===== src/rtl/mpu_core.sv =====
// mpu_core: fixed-map memory protection unit for a Harvard CPU.
// Checks each fetch/load/store address against the code, MMIO and data regions
// and the current privilege level. Gives a same-cycle allow and registered
// per-type fault pulses.
// Ports: clk, rst (sync, active-high); addr, is_fetch, is_load, is_store, cur_priv in;
//        allow (combinational), fault_exec, fault_load, fault_store (registered) out.
// Optional MPU_FAULT_LATCH_EN: fault_clr in; fault_addr, fault_cause out
//        (first fault after reset/clear, cause 01 exec, 10 load, 11 store).
module mpu_core #(
    parameter logic [31:0] CODE_BASE = 32'h0000_0000,
    parameter logic [31:0] CODE_SIZE = 32'h1000_0000,
    parameter logic [31:0] MMIO_BASE = 32'h1000_0000,
    parameter logic [31:0] MMIO_SIZE = 32'h1000_0000,
    parameter logic [31:0] DATA_BASE = 32'h2000_0000,
    parameter logic [31:0] DATA_SIZE = 32'h1000_0000
) (
    input  logic        clk,
    input  logic        rst,
    input  logic [31:0] addr,
    input  logic        is_fetch,
    input  logic        is_load,
    input  logic        is_store,
    input  logic [1:0]  cur_priv,
`ifdef MPU_FAULT_LATCH_EN
    input  logic        fault_clr,
    output logic [31:0] fault_addr,
    output logic [1:0]  fault_cause,
`endif
    output logic        allow,
    output logic        fault_exec,
    output logic        fault_load,
    output logic        fault_store
);
    // 33-bit compare so base+size-1 never wraps
    function automatic logic in_region(input logic [31:0] a, input logic [31:0] base,
                                       input logic [31:0] size);
        return ({1'b0, a} >= {1'b0, base}) &&
               ({1'b0, a} <= {1'b0, base} + {1'b0, size} - 33'd1);
    endfunction

    logic in_code, in_mmio, in_data, priv_ok, perm_data, deny_f, deny_l, deny_s;

    always_comb begin
        in_code   = in_region(addr, CODE_BASE, CODE_SIZE);
        in_mmio   = in_region(addr, MMIO_BASE, MMIO_SIZE);
        in_data   = in_region(addr, DATA_BASE, DATA_SIZE);
        // S (01) and M (11) are privileged; U (00) and the reserved 10 are not
        priv_ok   = cur_priv[0];
        perm_data = in_data | (in_mmio & priv_ok);
        deny_f    = is_fetch & ~in_code;
        deny_l    = is_load & ~perm_data;
        deny_s    = is_store & ~perm_data;
        allow     = ~(deny_f | deny_l | deny_s);
    end

    always_ff @(posedge clk) begin
        if (rst) begin
            fault_exec  <= 1'b0;
            fault_load  <= 1'b0;
            fault_store <= 1'b0;
        end else begin
            fault_exec  <= deny_f;
            fault_load  <= deny_l;
            fault_store <= deny_s;
        end
    end

`ifdef MPU_FAULT_LATCH_EN
    // A zero cause means the latch is empty; a clear re-opens it, and a fault
    // arriving with the clear is captured immediately.
    always_ff @(posedge clk) begin
        if (rst) begin
            fault_addr  <= 32'd0;
            fault_cause <= 2'b00;
        end else if (fault_clr || fault_cause == 2'b00) begin
            fault_addr  <= (deny_f | deny_l | deny_s) ? addr : 32'd0;
            fault_cause <= deny_s ? 2'b11 : deny_l ? 2'b10 : deny_f ? 2'b01 : 2'b00;
        end
    end
`endif
endmodule


===== config.mk =====
export PLATFORM = sky130hd
export DESIGN_NAME = mpu_core
export DESIGN_NICKNAME = d
export VERILOG_FILES = /design/src/rtl/mpu_core.sv
export SDC_FILE = /design/constraint.sdc
export NUM_CORES = 1
export LEC_CHECK = 0
export CORE_AREA = 2 2 39 41
export DETAILED_ROUTE_END_ITERATION = 6
export DIE_AREA = 0 0 41 43
export PLACE_DENSITY = 0.7
export SLEW_MARGIN = 20
export SYNTH_ARGS = -nofsm -noshare
export SYNTH_HDL_FRONTEND = slang
export SYNTH_SLANG_ARGS = --single-unit

===== constraint.sdc =====
create_clock -name clk -period 0.8 [get_ports clk]
set_input_delay 0.08 -clock clk [delete_from_list [all_inputs] [get_ports clk]]
set_output_delay 0.08 -clock clk [all_outputs]
set_load 0.05 [all_outputs]

After elaboration in Yosys (flattened, before gate mapping)
Index checks and enable logic that the tools add are counted.

Register bits after elaboration: 3. Input port bits: 39. Output and inout bits: 4.

Reduce and logical (&&, ||, !) cells: 2. Bitwise logic cells: 10. Order comparisons: 5.

Operators with widths (number): $ge 32x29->1 const B (1); $ge 32x30->1 const B (1); $le 32x28->1 const B (1); $le 32x29->1 const B (1); $le 32x30->1 const B (1); $and 1x1->1 (4); $not 1->1 (3); $or 1x1->1 (3); $logic_and 1x1->1 (2).

Depth between registers and ports, before layout
Gate-level depths: netlist of run 1.

Word-level depth: 9. Mapped depth: 3.

Least setup slack after synthesis of run 1
Ideal clock, no wire load.

Path type: in2out. Start: in addr[28]. End: out allow. Stages: 2. Path slack: -0.434 ns. Data arrival time: 1.154 ns. Path through: or3_1 > o21ai_1.

Longest elaborated chain between the ends: 9. Elaborated cells on any way between the ends: 17. Classes of those cells: order compare: 5; bitwise: 10; reduce/logical: 2.

RTL lines: start, declared (line 19) `input logic [31:0] addr,`; $ge 32x29->1 / $le 32x29->1 (equally long branches) (line 37, 38); $logic_and 1x1->1 (line 37) `return ({1'b0, a} >= {1'b0, base}) &&`; $and 1x1->1 (line 49) `perm_data = in_data | (in_mmio & priv_ok);`; $or 1x1->1 (line 49); $not 1->1 (line 51, 52); $and 1x1->1 (line 51) `deny_l = is_load & ~perm_data;`; $or 1x1->1 (line 53) `allow = ~(deny_f | deny_l | deny_s);`; $or 1x1->1 * (line 53); $not 1->1 * (line 53); end, declared (line 29) `output logic allow,`.

Mark *: on every way between the ends. The rest lies on a longest branch, timed or not.

Worst setup path after layout of run 1
Start: in addr[30]. End: out allow.

The elaborated chain is that of the path after synthesis.

==> summary.md, run 1 <==
| Metric | Value |
|---|---|
| DIE AREA | 0.00176 mm2 |
| HP Class | in2reg |
| Placed inst area | 402 um2 |
| Pleak | 0.000189 uW |
| Core area | 0.00138 mm2 |
| Final net count | 81 |
| Met3 wire len | 51 um |
| Worst Setup Path Type | in2out |
| Post-Route Utilization | 34.9% |
| Crit end category | output pin |
| Status | complete, but fails checks |
| Fillers | 148 |
| Number of buffers created by CTS | 3 |
| Final setup fails | 1 |
| Starting Density | 11.4% |
| Finished Layout Cells | 57 |
| Gr ovfl total | 0 |
| First-pass GRT wire length | 848 um |
| Synth Area in Adders | 0% |
| DR pass1 iterations | 2 |
| Crit path time final | 0.951 ns |
| Diodes inserted | 0 |
| Synth cell types | 13 |
| Met2 wire length | 293 um |
| CTS root buffer | clkbuf_4 |
| RSZ-0062 raised after global routing | yes |
| Failing checks | setup timing |
| PortBufs | 13 |
| Total GRT Usage | 7.40% |
| Max Slew Vio Count | 0 |
| Period Utilization, post-route | 119% |
| Vias in the first global route | 224 |
| Multi-input gate area | 160 um2 |
| Gate count after technology mapping | 18 |
| Worst hold endpoint | fault_store$_SDFF_PP0_ |
| DRC errors left | 0 |
| Std cell rows | 14 |
| Compound-cell area share of the yosys netlist | 18.3% |
| Startpoint Class | primary input |
| Die X | 41 um |
| Die Height | 43 um |
| Vias per inst | 3.98 |
| FF/Latch Area | 63.8 um2 |
| DP HPWL | 383 um |
| Post-route ant nets | 0 |
| Synth warnings | 0 |
| Post-synthesis mux area share | 0% |
| Worst Max-Slew Pin Slew | 0.277 ns |
| Clock buffer depth | 2 |
| CTS H-tree depth | 1 |
| # placed instances | 52 |
| Area leader, netlist | dfxtp_1 |
| Crit-path max FO | 3 |
| Pre-CTS setup slack | -0.529 ns |
| Number of max-cap violations | 0 |
| I/O Pins | 43 |
| Syn_nets | 57 |
| Highest routed metal layer | met3 |
| Register area share after synthesis | 38.1% |
| Post-Route WL | 559 um |
| Avg Cell Area, Syn | 8.76 um2 |
| Largest net degree at the start of global routing | 5 |
| Worst EP arrival | 0.87 ns |
| Avg WL per Cell | 9.81 um |
| Design Area, Final | 483 um2 |
| Post-synthesis xor/xnor area fraction | 0% |
| Fraction of layout cells with a size suffix above 1 | 78.0% |
| Peak Freq | 1050 MHz |
| Min-Delay Path Depth | 2 |
| Setup WS post-layout | -0.151 ns |
| Final Hold Vio Count | 0 |
| Synth top area share | 38.1% |
| Initial antenna violation count | 0 |
| Met1 wire length | 213 um |
| Mapped Area | 158 um2 |
| Worst vdd ir | 0.347 mV |
| Sinks on Clock Net | 3 |
| Register bit total from synthesis | 3 |
| CTS tree | built |
| Power per cell area | 1370 mW/mm2 |
| Vias | 227 |
| Clock transition at path regs | 0.04 ns |
| Largest family of logic cells by synthesized area | simple AND/OR/NAND/NOR gates |
| DRT iter0 DRCs | 1 |
| Simple-gate share of the synthesized area | 41.3% |
| Hold path start | is_store |
| Gpl congestion | 0.581 |
| Tot Pwr | 660 uW |
| Slew HR | 81.4% |
| Area grow syn2layout | 206% |
| Critical Path RT | 0.72 ns |
| Dominant cells by area after synthesis | dfxtp_1 38%, nor3_1 9.5%, nor3b_1 9.5% |
==> timing repair <==
| action | 4_1_cts | 5_1_grt |
|---|---|---|
| setup buffers | 1 | 0 |
| pin swaps | 7 | 2 |
| resized for setup | 45 | 2 |
| hold buffers | 0 | 0 |
| setup endpoints to repair | 7 | 3 |
==> routing by layer <==
metal / GRT usage, % / up-vias
met5: 0 / -
met4: 6.00 / 0
met3: 2.09 / 0
met2: 12.2 / 10
met1: 6.98 / 100
li1: - / 117
==> worst max-delay path, stage by stage <==
cell	delay (ns)
buf_8	0.10
nor4b_4	0.32
a31oi_4	0.13
o21ai_4	0.08
buf_12	0.15
==> power breakdown <==
part	switching (uW)	internal, uW	leakage [uW]
combinational	107	123	0.000149
clock	75.8	187	0.0000150
sequential	6.51	161	0.0000258
==> placed cells by master, fill, tap and decap left out, drive strengths merged, types with 2 or more instances in the layout <==
master / netlist / final
nor3b: 2 / 2
dfxtp: 3 / 3
nor3: 3 / 3
buf: 0 / 16
clkbuf: 0 / 4
==> sequential cells by signal, summed over array words and instances (netlist names) <==
| register | flops |
|---|---|
| fault_load | 1 |
| fault_store | 1 |
| fault_exec | 1 |
==> Yosys cell counts <==
master / count
a21oi_1: 1
a31oi_1: 1
nor3_1: 3
nor4_1: 1
dfxtp_1: 3
nor3b_1: 2
inv_1: 1
nand2b_1: 1
nor4b_1: 1
a211oi_2: 1
nand3b_1: 1
o21ai_1: 1
or3_1: 1
==> cell families after synthesis <==
kind of cell           Yosys count
and+or+nand+nor                 10
DFF                              3
buffers and inverters            1
AOI/OAI and AO/OA                4
==> worst max-delay path by stage <==
stage	endpoint	start	depth (start not counted)
after detailed placement	allow	addr[30]	5
after floorplan	allow	addr[28]	2
after CTS	allow	addr[30]	4
final	allow	addr[30]	5
after global routing	allow	addr[30]	5
after global placement	allow	addr[30]	4
==> per-stage QoR <==
| step | hold WS (ns) | TNS, ns |
|---|---|---|
| 2_1_floorplan | 0.156 | -0.0886 |
| 3_3_place_gp | 0.528 | -1.70 |
| 3_5_place_dp | 0.527 | -1.79 |
| 4_1_cts | 0.144 | -0.145 |
| 5_1_grt | 0.161 | -0.177 |
| 6_report | 0.172 | -0.151 |
==> layout make-up <==
class,instances,share of cell area (%)
repair buffers,19,43.3
inverters,1,0.777
multi-input cells,14,33.2
flip-flops and latches,3,13.2
clock buffers,4,5.44
well taps,16,4.15
Power figures use the tool's default switching activity.
==> run 2, diff against run 1 <==
==> constraint.sdc (replaced) <==
create_clock -name clk -period 1.04 [get_ports clk]
set_input_delay 0.104 -clock clk [delete_from_list [all_inputs] [get_ports clk]]
set_output_delay 0.104 -clock clk [all_outputs]
set_load 0.05 [all_outputs]
==> run 2 against run 1 <==
  * The flow now finishes without violations
  * Sequential power is 24% lower
  * Power down 26%
  * Sequential share of layout area increased by 0.50 points
  * Global-route usage rose by 1.6 points
  * Flip-flop and latch count did not move
  * Design area fell by 9.3%
  * Final cell count is 1.8% lower
  * Worst setup slack gained 0.18 ns
  * Via count up 5.3%
  * Die area is the same
  * Critical path type unchanged
  * Clock power is 24% lower
  * Worst hold slack got worse by 0.0017 ns
==> summary.md, run 2 (synthesis gave the netlist of run 1 again) <==
| Metric | Value |
|---|---|
| Critical Path RT | 0.94 ns |
| Met1 wire length | 224 um |
| Gr ovfl total | 0 |
| Core area | 0.00138 mm2 |
| Top flop regs | fault_exec x1, fault_load x1, fault_store x1 |
| Final net count | 80 |
| Period Utilization, post-route | 97.6% |
| Peak Freq | 985 MHz |
| Avg WL per Cell | 12.0 um |
| Max Slew Vio Count | 0 |
| Status | complete, no violations |
| CTS H-tree depth | 1 |
| Starting Density | 11.4% |
| Total GRT Usage | 9.02% |
| Worst Setup Path Type | in2out |
| Comb power frac | 33.3% |
| Final setup fails | 0 |
| DP HPWL | 443 um |
| Number of buffers created by CTS | 3 |
| Worst Max-Slew Pin Slew | 0.244 ns |
| Power per cell area | 1120 mW/mm2 |
| Sinks on Clock Net | 3 |
| Post-Route Utilization | 31.6% |
| Startpoint Class | primary input |
| Crit-path max FO | 3 |
| Met3 wire len | 92 um |
| Fillers | 143 |
| DIE AREA | 0.00176 mm2 |
| Post-route ant nets | 0 |
| Vias | 239 |
| Largest net degree at the start of global routing | 6 |
| DRC errors left | 0 |
| First-pass GRT wire length | 1.02 mm |
| Crit end category | output pin |
| Setup WS post-layout | 0.0249 ns |
| Pleak | 0.000174 uW |
| Highest routed metal layer | met4 |
| # placed instances | 52 |
| Crit path time final | 1.02 ns |
| Setup bufs post-CTS | 0 |
| Clock buffer depth | 2 |
| Most common cell after layout, fill and taps aside | buf_4 |
| Hold_ws | 0.170 ns |
| Vias per inst | 4.27 |
| Post-Route WL | 671 um |
| Std cell rows | 14 |
| Initial antenna violation count | 0 |
| CTS tree | built |
| Setup_tns | 0 ns |
| Final Hold Vio Count | 0 |
| Die Height | 43 um |
| Most frequent cells in the layout | 5 x buf_4, 4 x buf_12, 3 x clkbuf_4, 3 x dfxtp_1, 3 x buf_2 |
| CP max stage delay | 0.23 ns |
| Clk pwr share | 40.7% |
| I/O Pins | 43 |
| Clock transition at path regs | 0.04 ns |
| Slew HR | 83.6% |
| Die X | 41 um |
| Worst path slowest cell | clkdlybuf4s15_1 |
| Pre-CTS setup slack | -0.369 ns |
| Fraction of layout cells with a size suffix above 1 | 67.5% |
| HP Class | in2reg |
| Hold-fix buffers, CTS | 0 |
| Int Pwr | 349 uW |
| Diodes inserted | 0 |
| Net Sw Frac | 29.0% |
| CTS root buffer | clkbuf_4 |
| Worst EP arrival | 0.91 ns |
| Worst vdd ir | 0.229 mV |
| CP cell instances | clkdlybuf4s15_1 -> nor3_2 -> a21oi_2 -> o21ai_4 -> buf_12 |
| Area grow syn2layout | 178% |
| Met2 wire length | 332 um |
| Sw power | 143 uW |
| Vias in the first global route | 261 |
| Finished Layout Cells | 56 |
| DRT iter0 DRCs | 2 |
| Gpl congestion | 0.706 |
| PortBufs | 13 |
| DR pass1 iterations | 4 |
| Sequential share of power | 26.0% |
| Number of max-cap violations | 0 |
run 2: cell types whose count changed in the layout (fill, tap and decap cells not counted), moves of 2 or more:
cell,previous run,this run
clkbuf_2,0,2
buf_6,3,1
dfxtp_1,0,3
dfxtp_2,3,0
run 2: per-layer routing:
| metal | vias up | track usage, % |
|---|---|---|
| met1 | 109 | 8.95 |
| li1 | 113 | - |
| met5 | - | 0 |
| met3 | 2 | 2.62 |
| met2 | 15 | 13.1 |
| met4 | 0 | 10.0 |
run 2: cell type report:
class | instances | area, um2 | area share (%)
well taps | 16 | 20.0 | 4.57
inverters | 1 | 3.75 | 0.857
clock buffers | 4 | 26.3 | 6.00
flip-flops and latches | 3 | 60.1 | 13.7
repair buffers | 18 | 183 | 41.7
multi-input cells | 14 | 145 | 33.1
run 2: stage by stage:
| stage | area, um2 | power (uW) |
|---|---|---|
| floorplan | 161 | 180 |
| global placement | 389 | 282 |
| detailed placement | 389 | 284 |
| CTS | 435 | 499 |
| global route | 438 | 517 |
| finish | 438 | 492 |
run 2: repair_timing:
action                                  in CTS  in global routing
gates resized for setup                     29                  7
pin swaps                                    3                  5
endpoints found under the setup margin       3                  1
run 2: worst paths after layout:
path	endpoint	cells past startpoint	slack [ns]	start
worst max-delay path	allow	5	0.02	is_load
worst min-delay path	fault_store$_SDFF_PP0_	2	0.17	is_store
run 2: worst max-delay path: cells and delay by family:
kind | cells | cell delay [ns]
AOI/OAI and AO/OA | 2 | 0.25
buffers and inverters | 2 | 0.38
and+or+nand+nor | 1 | 0.17
run 2: power by group through the flow:
stage	Sequential (uW)	Clock [uW]	Combinational (uW)
global route	128	216	173
CTS	128	213	158
global placement	129	0	153
finish	128	200	164
detailed placement	130	0	154
floorplan	150	0	30.0
==> run 3, diff against run 2 <==
--- a/config.mk
+++ b/config.mk
@@ -5,10 +5,11 @@
 export SDC_FILE = /design/constraint.sdc
 export NUM_CORES = 1
 export LEC_CHECK = 0
+export ABC_AREA = 1
 export CORE_AREA = 2 2 39 41
 export DETAILED_ROUTE_END_ITERATION = 6
 export DIE_AREA = 0 0 41 43
-export PLACE_DENSITY = 0.7
+export PLACE_DENSITY = 0.71
 export SLEW_MARGIN = 20
 export SYNTH_ARGS = -nofsm -noshare
 export SYNTH_HDL_FRONTEND = slang
==> constraint.sdc (replaced) <==
create_clock -name clk -period 0.86 [get_ports clk]
set_input_delay 0.086 -clock clk [delete_from_list [all_inputs] [get_ports clk]]
set_output_delay 0.086 -clock clk [all_outputs]
set_load 0.05 [all_outputs]
==> run 3 against run 2 <==
  * Flip-flop and latch count unchanged
  * Count of clock-buffer cells in the layout is the same
  * Area after synthesis is 10% lower
  * Via count fell by 17%
  * Wire length is 35% lower
  * Sequential share of layout area is 1.2 points higher
  * Critical path depth up 2
  * Global-route usage fell by 2.9 points
  * Power up 19%
  * Combinational power is 15% higher
  * Worst hold slack gained 0.083 ns
  * Clock power increased by 20%
  * Critical path type unchanged
==> summary.md, run 3 <==
| Metric | Value |
|---|---|
| Peak Freq | 1160 MHz |
| Initial antenna violation count | 0 |
| Min-Delay Path Depth | 3 |
| Worst hold endpoint | fault_store$_SDFF_PP0_ |
| Area grow syn2layout | 185% |
| Register area share after synthesis | 42.5% |
| I/O Pins | 43 |
| DR pass1 iterations | 2 |
| Die X | 41 um |
| Synth top area share | 42.5% |
| Vias | 198 |
| Clock transition at path regs | 0.03 ns |
| CTS tree | built |
| Clock buffer depth | 2 |
| Area leader, netlist | dfxtp_1 |
| Met2 usage | 11.3% |
| Slew HR | 92.7% |
| Critical Path RT | 0.77 ns |
| Worst Max-Slew Pin Slew | 0.109 ns |
| Number of buffers created by CTS | 3 |
| Crit end category | output pin |
| GR Util met1 | 4.15% |
| Avg Cell Area, Syn | 6.73 um2 |
| Startpoint Class | primary input |
| Total GRT Usage | 6.11% |
| DIE AREA | 0.00176 mm2 |
| Period Utilization, post-route | 99.9% |
| Top flop regs | fault_exec x1, fault_load x1, fault_store x1 |
| Vias per inst | 3.41 |
| Starting Density | 10.2% |
| Post-synth ARST share | 0% |
| Final setup fails | 0 |
| Finished Layout Cells | 58 |
| Worst EP arrival | 0.77 ns |
| Status | complete, no violations |
| Worst Setup Path Type | in2out |
| PortBufs | 13 |
| Crit path time final | 0.859 ns |
| Final Hold Vio Count | 0 |
| Most common cell in the netlist | nand2_1 |
| Sinks on Clock Net | 3 |
| FF/Latch Area | 60.1 um2 |
| Final net count | 82 |
| Fraction of layout cells with a size suffix above 1 | 57.1% |
| DRC errors left | 0 |
| DRT iter0 DRCs | 4 |
| Synth warnings | 0 |
| CTS H-tree depth | 1 |
| Placed inst area | 347 um2 |
| Synth cell count leaders | 6 x nand2_1, 4 x inv_1, 3 x dfxtp_1, 3 x nor2_1, 2 x nor2_2 |
| Multi-input gate area | 87.6 um2 |
| Max Slew Vio Count | 0 |
| Met3 global-route usage | 0% |
| Fillers | 147 |
| Hold path start | is_store |
| Number of max-cap violations | 0 |
| Diodes inserted | 0 |
| Pleak | 0.000198 uW |
| Avg WL per Cell | 7.57 um |
| RSZ-0062 raised after global routing | yes |
| Worst vdd ir | 0.338 mV |
| Register bit total from synthesis | 3 |
| Gpl congestion | 0.638 |
| Power per cell area | 1450 mW/mm2 |
| Post-route ant nets | 0 |
| Gr ovfl total | 0 |
| Largest net degree at the start of global routing | 4 |
| Std cell rows | 14 |
| Syn_nets | 60 |
| CTS root buffer | clkbuf_4 |
| Number of synthesized flops with an enable pin | 0 |
| Hold-fix buffers, CTS | 0 |
| # placed instances | 52 |
| Synth cell types | 8 |
| Vias in the first global route | 207 |
| Post-Route WL | 439 um |
| Die Height | 43 um |
| Design Area, Final | 403 um2 |
| First-pass GRT wire length | 676 um |
| HP Class | in2reg |
| DP HPWL | 276 um |
| Most frequent cells in the layout | 5 x nand2_1, 4 x buf_12, 4 x buf_4 |
| Mapped Area | 141 um2 |
| Most common cell after layout, fill and taps aside | nand2_1 |
| Gate count after technology mapping | 21 |
| Core area | 0.00138 mm2 |
| Top_reg_cell synth | dfxtp_1 |
| Dominant cells by area after synthesis | dfxtp_1 42%, nand2_1 16%, inv_1 11% |
| Crit-path max FO | 2 |
| GR peak layer | met2 |
## run 3: kinds of logic (layout without fill, tap and decap cells)
family,Yosys count,after routing,synth area share (%)
compound gates,2,2,9.73
simple gates,12,12,37.2
flops,3,3,42.5
buf+inv,4,25,10.6
## run 3: metal layers
layer  part of all wire, %  up-vias
li1                      -      102
met2                    70        8
met5                     0        -
met3                   5.5        0
met1                    24       88
met4                     0        0
## run 3: how the worst max path moves through the flow
| stage | from | to | depth (start not counted) |
|---|---|---|---|
| finish | addr[28] | allow | 7 |
| global route | addr[31] | allow | 9 |
| CTS | addr[30] | allow | 9 |
| detailed placement | addr[29] | allow | 8 |
| global placement | addr[31] | allow | 8 |
| floorplan | addr[31] | allow | 7 |
## run 3: power by group
part | switching, uW | internal (uW)
sequential | 6.23 | 148
clock | 67.9 | 174
combinational | 89.6 | 99.6
total | 164 | 422
## run 3: final cells by class
class	count	area share (%)
Tap cell	16	4.97
Sequential cell	3	14.9
Clock buffer	4	6.52
Inverter	4	4.97
Timing Repair Buffer	17	46.9
Multi-Input combinational cell	14	21.7
## run 3: worst max-delay path, cell delays in order
cell     delay (ns)
buf_2          0.12
nor2_4         0.12
nor2_4         0.05
o21ai_2        0.12
nand2_1        0.08
inv_2          0.07
buf_12         0.13
## run 3: what timing repair did
item / CTS / global route
pin swaps: 8 / 7
resized for setup: 24 / 7
buffers inserted: 3 / 0
endpoints found under the setup margin: 4 / 1
## run 3: stage by stage
step	utilization, %	worst slack (ns)	power (uW)	TNS [ns]	hold slack, ns
finish	29.1	0.000986	585	0	0.253
global route	29.1	-0.0516	608	-0.0516	0.276
CTS	27.3	-0.0240	581	-0.0240	0.250
detailed placement	25.0	-0.393	327	-1.25	0.533
global placement	25.0	-0.379	326	-1.21	0.534
floorplan	-	0.00666	220	0	0.158
